`src/rtl/mp_add_ctrl_pkg.sv`:
```
// Shared definitions for the slice-serial multi-precision adder/subtractor:
// default geometry and the controller state encoding.
package mp_add_ctrl_pkg;

   localparam int WIDTH_DEF  = 256;
   localparam int CELL_W_DEF = 16;
   localparam int N_DEF      = WIDTH_DEF / CELL_W_DEF;

   typedef enum logic [1:0] {
      ST_IDLE = 2'b00,
      ST_RUN  = 2'b01,
      ST_DONE = 2'b10
   } state_t;

endpackage

```
`src/rtl/mp_add_ctrl_cla_cell.sv`:
```
// CLA_cell: combinational CELL_W-bit carry-lookahead adder slice built on a
// parallel-prefix (Kogge-Stone) generate/propagate tree.
module CLA_cell
   import mp_add_ctrl_pkg::*;
#(
   parameter int CELL_W = CELL_W_DEF
) (
   input  logic [CELL_W-1:0] a,
   input  logic [CELL_W-1:0] b,
   input  logic              cin,
   output logic              cout,
   output logic [CELL_W-1:0] s
);

   localparam int STAGES = (CELL_W > 1) ? $clog2(CELL_W) : 1;
   localparam logic [CELL_W-1:0] ONES = '1;

   logic [CELL_W-1:0] p_s;
   logic [CELL_W-1:0] gg_s;
   logic [CELL_W-1:0] pp_s;
   logic [CELL_W:0]   c_s;

   // Prefix tree: after the last stage gg_s[i]/pp_s[i] span bits i..0, so every
   // carry comes straight from cin without rippling through lower bits.
   always_comb begin
      p_s  = a ^ b;
      gg_s = a & b;
      pp_s = a ^ b;
      for (int k = 0; k < STAGES; k++) begin
         gg_s = gg_s | (pp_s & (gg_s << (1 << k)));
         pp_s = pp_s & ((pp_s << (1 << k)) | ~(ONES << (1 << k)));
      end
      c_s = {gg_s | (pp_s & {CELL_W{cin}}), cin};
   end

   assign s    = p_s ^ c_s[CELL_W-1:0];
   assign cout = c_s[CELL_W];

endmodule

```
`src/rtl/mp_add_ctrl.sv`:
```
// Multi-precision add/subtract controller: walks a WIDTH-bit operation through
// one shared CLA_cell, one CELL_W slice per cycle, least significant slice first.
module mp_add_ctrl
   import mp_add_ctrl_pkg::*;
#(
   parameter int WIDTH  = WIDTH_DEF,
   parameter int CELL_W = CELL_W_DEF
) (
   input  logic             clk,
   input  logic             rst,
   input  logic             start,
   input  logic             op,
   input  logic [WIDTH-1:0] a,
   input  logic [WIDTH-1:0] b,
   output logic             busy,
   output logic             done,
   output logic [WIDTH-1:0] s,
   output logic             cout
);

   localparam int N_SL  = WIDTH / CELL_W;
   localparam int IDX_W = (N_SL > 1) ? $clog2(N_SL) : 1;
   localparam logic [IDX_W-1:0] IDX_LAST = IDX_W'(N_SL - 1);
   localparam logic [IDX_W-1:0] IDX_ONE  = IDX_W'(1);
   localparam logic [IDX_W-1:0] IDX_ZERO = IDX_W'(0);

   state_t            state_r;
   state_t            next_state_s;
   logic              accept_s;
   logic              last_s;

   logic [WIDTH-1:0]  a_r;
   logic [WIDTH-1:0]  b_r;
   logic [WIDTH-1:0]  s_r;
   logic              op_r;
   logic              carry_r;
   logic              cout_r;
   logic              busy_r;
   logic              done_r;
   logic [IDX_W-1:0]  idx_r;

   logic [CELL_W-1:0] b_slice_s;
   logic [CELL_W-1:0] cell_a_s;
   logic [CELL_W-1:0] cell_b_s;
   logic [CELL_W-1:0] cell_s_s;
   logic              cell_cout_s;

   // Next-state logic; start is only looked at when no operation is running.
   always_comb begin
      next_state_s = state_r;
      accept_s     = 1'b0;
      last_s       = (idx_r == IDX_LAST);
      case (state_r)
         ST_IDLE, ST_DONE: begin
            if (start) begin
               accept_s     = 1'b1;
               next_state_s = ST_RUN;
            end else begin
               next_state_s = ST_IDLE;
            end
         end
         ST_RUN: begin
            if (last_s) begin
               next_state_s = ST_DONE;
            end else begin
               next_state_s = ST_RUN;
            end
         end
         default: begin
            next_state_s = ST_IDLE;
         end
      endcase
   end

   // State register with busy/done registered from the next state.
   always_ff @(posedge clk) begin
      if (rst) begin
         state_r <= ST_IDLE;
         busy_r  <= 1'b0;
         done_r  <= 1'b0;
      end else begin
         state_r <= next_state_s;
         busy_r  <= (next_state_s == ST_RUN);
         done_r  <= (next_state_s == ST_DONE);
      end
   end

   // Subtraction is a + ~b + 1: the slice of b is inverted and the carry seeded with op.
   always_comb begin
      cell_a_s  = a_r[idx_r*CELL_W +: CELL_W];
      b_slice_s = b_r[idx_r*CELL_W +: CELL_W];
      if (op_r) begin
         cell_b_s = ~b_slice_s;
      end else begin
         cell_b_s = b_slice_s;
      end
   end

   CLA_cell #(
      .CELL_W (CELL_W)
   ) u_cell (
      .a    (cell_a_s),
      .b    (cell_b_s),
      .cin  (carry_r),
      .cout (cell_cout_s),
      .s    (cell_s_s)
   );

   // Operand capture and slice-by-slice result accumulation.
   always_ff @(posedge clk) begin
      if (rst) begin
         a_r     <= '0;
         b_r     <= '0;
         s_r     <= '0;
         op_r    <= 1'b0;
         carry_r <= 1'b0;
         cout_r  <= 1'b0;
         idx_r   <= IDX_ZERO;
      end else if (accept_s) begin
         a_r     <= a;
         b_r     <= b;
         op_r    <= op;
         carry_r <= op;
         idx_r   <= IDX_ZERO;
      end else if (state_r == ST_RUN) begin
         s_r[idx_r*CELL_W +: CELL_W] <= cell_s_s;
         carry_r                     <= cell_cout_s;
         idx_r                       <= idx_r + IDX_ONE;
         if (last_s) begin
            cout_r <= cell_cout_s;
         end
      end
   end

   assign busy = busy_r;
   assign done = done_r;
   assign s    = s_r;
   assign cout = cout_r;

endmodule
```
`config.mk`:
```
export PLATFORM = sky130hd
export DESIGN_NAME = mp_add_ctrl
export DESIGN_NICKNAME = d
export VERILOG_FILES = /design/src/rtl/mp_add_ctrl_pkg.sv /design/src/rtl/mp_add_ctrl_cla_cell.sv /design/src/rtl/mp_add_ctrl.sv
export SDC_FILE = /design/constraint.sdc
export NUM_CORES = 2
export LEC_CHECK = 0
export CORE_AREA = 2 2 305 307
export DETAILED_ROUTE_END_ITERATION = 6
export DIE_AREA = 0 0 307 309
export PLACE_DENSITY = 0.57
export SKIP_LAST_GASP = 1
export SLEW_MARGIN = 20
export SYNTH_ARGS = -nofsm -noshare
export SYNTH_HDL_FRONTEND = slang
export SYNTH_SLANG_ARGS = --single-unit
```
`constraint.sdc`:
```
create_clock -name clk -period 5.2 [get_ports clk]
set_clock_uncertainty 0.1 [all_clocks]
set_input_delay 0.78 -clock clk [delete_from_list [all_inputs] [get_ports clk]]
set_output_delay 0.78 -clock clk [all_outputs]
set_load 0.01 [all_outputs]
```
==> flow_metrics.env <==
export IMPL_maxCapViolCount=0
export IMPL_powerDensity_nw_per_um2=332
export IMPL_final_common_cell="nand2_1"
export IMPL_syn_nets=4291
export IMPL_placed_cell_area_um2=41000
export IMPL_firstDrtPassIters=5
export IMPL_worstHoldEndpoint="a_r[225]$_SDFFE_PP0P_"
export IMPL_drv_slew=0
export IMPL_holdBufCountCts=0
export IMPL_die_y_um=309
export IMPL_async_flop_share_pct=0
export IMPL_route_detailed_drc=0
export IMPL_yosys_warnings=0
export IMPL_cts_buffers=85
export IMPL_finalHoldViolations=0
export IMPL_cpMostUsedCell="mux4_2"
export IMPL_seqCellArea_um2=15600
export IMPL_start_kind="flip-flop"
export IMPL_period_share_pct=85.4
export IMPL_critical_path_top_delay_family="compound AO/OA/AOI/OAI gates"
export IMPL_dieArea_um2=94900
export IMPL_rr_worst_depth=11
export IMPL_insertion_delay_ns=0.65
export IMPL_grt_max_degree=224
export IMPL_drtAntennaViolNets=0
export IMPL_slew_headroom_pct=21.5
export IMPL_fmax_mhz=225
export IMPL_routed_wl_um=132000
export IMPL_cts_sinks=779
export IMPL_multi_input_area_um2=15400
export IMPL_antenna_found_initial=17
export IMPL_r2r_start="idx_r[1]$_SDFFE_PP0P_"
export IMPL_syn_to_final_growth_pct=35.9
export IMPL_ir_worst_vdd_mv=0.231
export IMPL_cp_end_kind="flip-flop"
export IMPL_worst_hold_slack_ns=0.350
export IMPL_drt_iter0_drc=2641
export IMPL_path_class="reg2reg"
export IMPL_syn_area_um2=32300
export IMPL_viasPerCell=5.25
export IMPL_grt_usage_pct=26.7
export IMPL_synth_ff_type="dfxtp_1"
export IMPL_syn_inst=3755
export IMPL_crit_chain="buf_12 -> mux4_2 -> mux4_2 -> xor2_1 -> ha_1 -> a21oi_2 -> o21ai_2 -> a31o_2 -> a31oi_2 -> or3_1 -> o311ai_0"
export IMPL_rsz0062_at_grt="false"
export IMPL_hold_depth=2
export IMPL_place_gp_congestion=0.873
export IMPL_rows=111
export IMPL_core_um2=91400
export IMPL_portBuffers=774
export IMPL_p_leak_nw=15.4
export IMPL_yosysTopAreaCellShare_pct=48.2
export IMPL_use_met1_pct=33.6
export IMPL_synth_area_leaders="dfxtp_1, nand2_1, mux4_2"
export IMPL_grt_overflow=0
export IMPL_cts_setup_buffers=0
export IMPL_ctsResizeCount=0
export IMPL_r2r_end="s[89]$_SDFFE_PP0P_"
export IMPL_max_slew_worst_pin_slew_ns=1.18
export IMPL_crit_fanout=28
export IMPL_setup_viol=0
export IMPL_cts_tree="built"
export IMPL_layout_common_cells="nand2_1, dfxtp_1, clkdlybuf4s50_1, a21oi_1, mux4_2"
export IMPL_worstPathArrival_ns=4.82
export IMPL_fin_area_um2=44000
export IMPL_synth_top_area_cell="dfxtp_1"
export IMPL_grt_pass1_wl_um=188000
export IMPL_use_met3_pct=4.86
export IMPL_dr_total_vias=29600
export IMPL_cpPeakStageDelay_ns=0.71
export IMPL_synth_edf_count=0
export IMPL_period_needed_ns=4.44
export IMPL_ys_seq_area_share_pct=48.2
export IMPL_use_met2_pct=46.3
export IMPL_drive_gt1_share_pct=9.27
export IMPL_cts_max_level=3
export IMPL_yosysUniqueCellTypes=70
export IMPL_cp_buffers_inverters=1
export IMPL_tns_ns=0
export IMPL_hpwl_um=98300
export IMPL_rrSetupSlack_ns=0.76
export IMPL_hp_class="reg2reg"
export IMPL_clockBufferDepth=3
export IMPL_outcome="finished clean"
export IMPL_wl_per_cell_um=23.4
export IMPL_fin_nets=4908
export IMPL_min_from="a_r[225]$_SDFFE_PP0P_"
export IMPL_n_fill_cell=8967
export IMPL_floorplan_initialDensity_pct=35.4
export IMPL_syn_area_per_cell_um2=8.61
export IMPL_gr_max_usage_layer="met2"
export IMPL_cpMaxStageDelayCell="a31oi_2"
export IMPL_die_w_um=307
export IMPL_synth_seq_cells=779
export IMPL_clk_pin_slew_ns=0.06
export IMPL_io_pins=775
export IMPL_cts_root_buf="clkbuf_16"
export IMPL_grt_pass1_vias=28000
export IMPL_critical_path_required_ns=5.58
[logic make-up (layout without fill, tap and decap cells)]
group | Yosys count | in the layout | share of synthesized area (%)
AOI/OAI and AO/OA | 811 | 811 | 13.6
xor gates and xnor gates | 34 | 34 | 0.990
adders and majority gates | 20 | 20 | 0.797
buffers and inverters | 318 | 1007 | 4.12
DFF | 779 | 779 | 48.2
muxes | 164 | 164 | 11.3
other | 0 | 5 | 0
and+or+nand+nor | 1629 | 1629 | 21.0
[sequential cells by signal, indices dropped and copies added (netlist names)]
register / flops
state_r: 2
done: 1
idx_r: 4
b_r: 256
cout: 1
s: 256
busy: 1
a_r: 256
carry_r: 1
op_r: 1
[layer usage]
layer,wire (um),vias up
met2,65100,1051
met4,4300,20
met1,54000,14300
li1,-,14000
met3,8290,206
met5,139,-
[worst reg2reg max path, stage by stage (launching register included)]
cell	delay (ns)
dfxtp_4	0.66
buf_12	0.30
mux4_2	0.35
mux4_2	0.50
xor2_1	0.36
ha_1	0.33
a21oi_2	0.26
o21ai_2	0.11
a31o_2	0.27
a31oi_2	0.71
or3_1	0.22
o311ai_0	0.12
[cell usage after synthesis (12+ instances only)]
cell / instances
o21ai_0: 50
nor3_1: 15
nor2_2: 12
buf_1: 20
nand2_1: 1344
nor2_1: 72
clkbuf_1: 221
buf_2: 46
nand3_1: 15
a21oi_1: 666
o311ai_1: 20
dfxtp_1: 779
mux4_2: 160
or3_1: 18
nand3b_1: 114
xor2_1: 23
o311ai_0: 12
o31ai_1: 19
ha_1: 19
[final cells by class]
cell class | count | share of cell area (%)
sequential | 779 | 35.5
timing repair buffer | 835 | 19.2
multi-input combinational | 2658 | 35.1
inverter | 13 | 0.111
antenna | 5 | 0.0285
clock inverter | 28 | 0.749
clock buffer | 131 | 5.85
tap | 1186 | 3.38
[stage by stage]
stage                     utilization (%)  setup slack [ns]  total power, mW  std cells
after floorplan                         -              1.26             7.47       3755
after global placement               44.9             0.762             8.48       5471
after detailed placement             44.9             0.711             8.49       5471
after CTS                            48.1             0.699             14.7       5630
after global routing                 48.1             0.512             15.1       5633
final                                48.1             0.758             14.6       5635
[how the worst max path moves through the flow]
stage / startpoint / endpoint / slack (ns) / cells after the start
finish: idx_r[1]$_SDFFE_PP0P_ / s[89]$_SDFFE_PP0P_ / 0.76 / 11
global route: idx_r[1]$_SDFFE_PP0P_ / s[105]$_SDFFE_PP0P_ / 0.51 / 11
CTS: idx_r[1]$_SDFFE_PP0P_ / s[89]$_SDFFE_PP0P_ / 0.70 / 11
detailed placement: idx_r[1]$_SDFFE_PP0P_ / s[57]$_SDFFE_PP0P_ / 0.71 / 11
global placement: idx_r[0]$_SDFFE_PP0P_ / s[25]$_SDFFE_PP0P_ / 0.76 / 11
floorplan: idx_r[1]$_SDFFE_PP0P_ / s[126]$_SDFFE_PP0P_ / 1.26 / 15
[power by group]
part / total, mW / internal, mW / switching (mW)
sequential: 6.38 / 6.22 / 0.162
clock: 6.25 / 3.64 / 2.61
combinational: 1.97 / 0.849 / 1.12
Note: power is estimated with default switching activity, not from simulation.
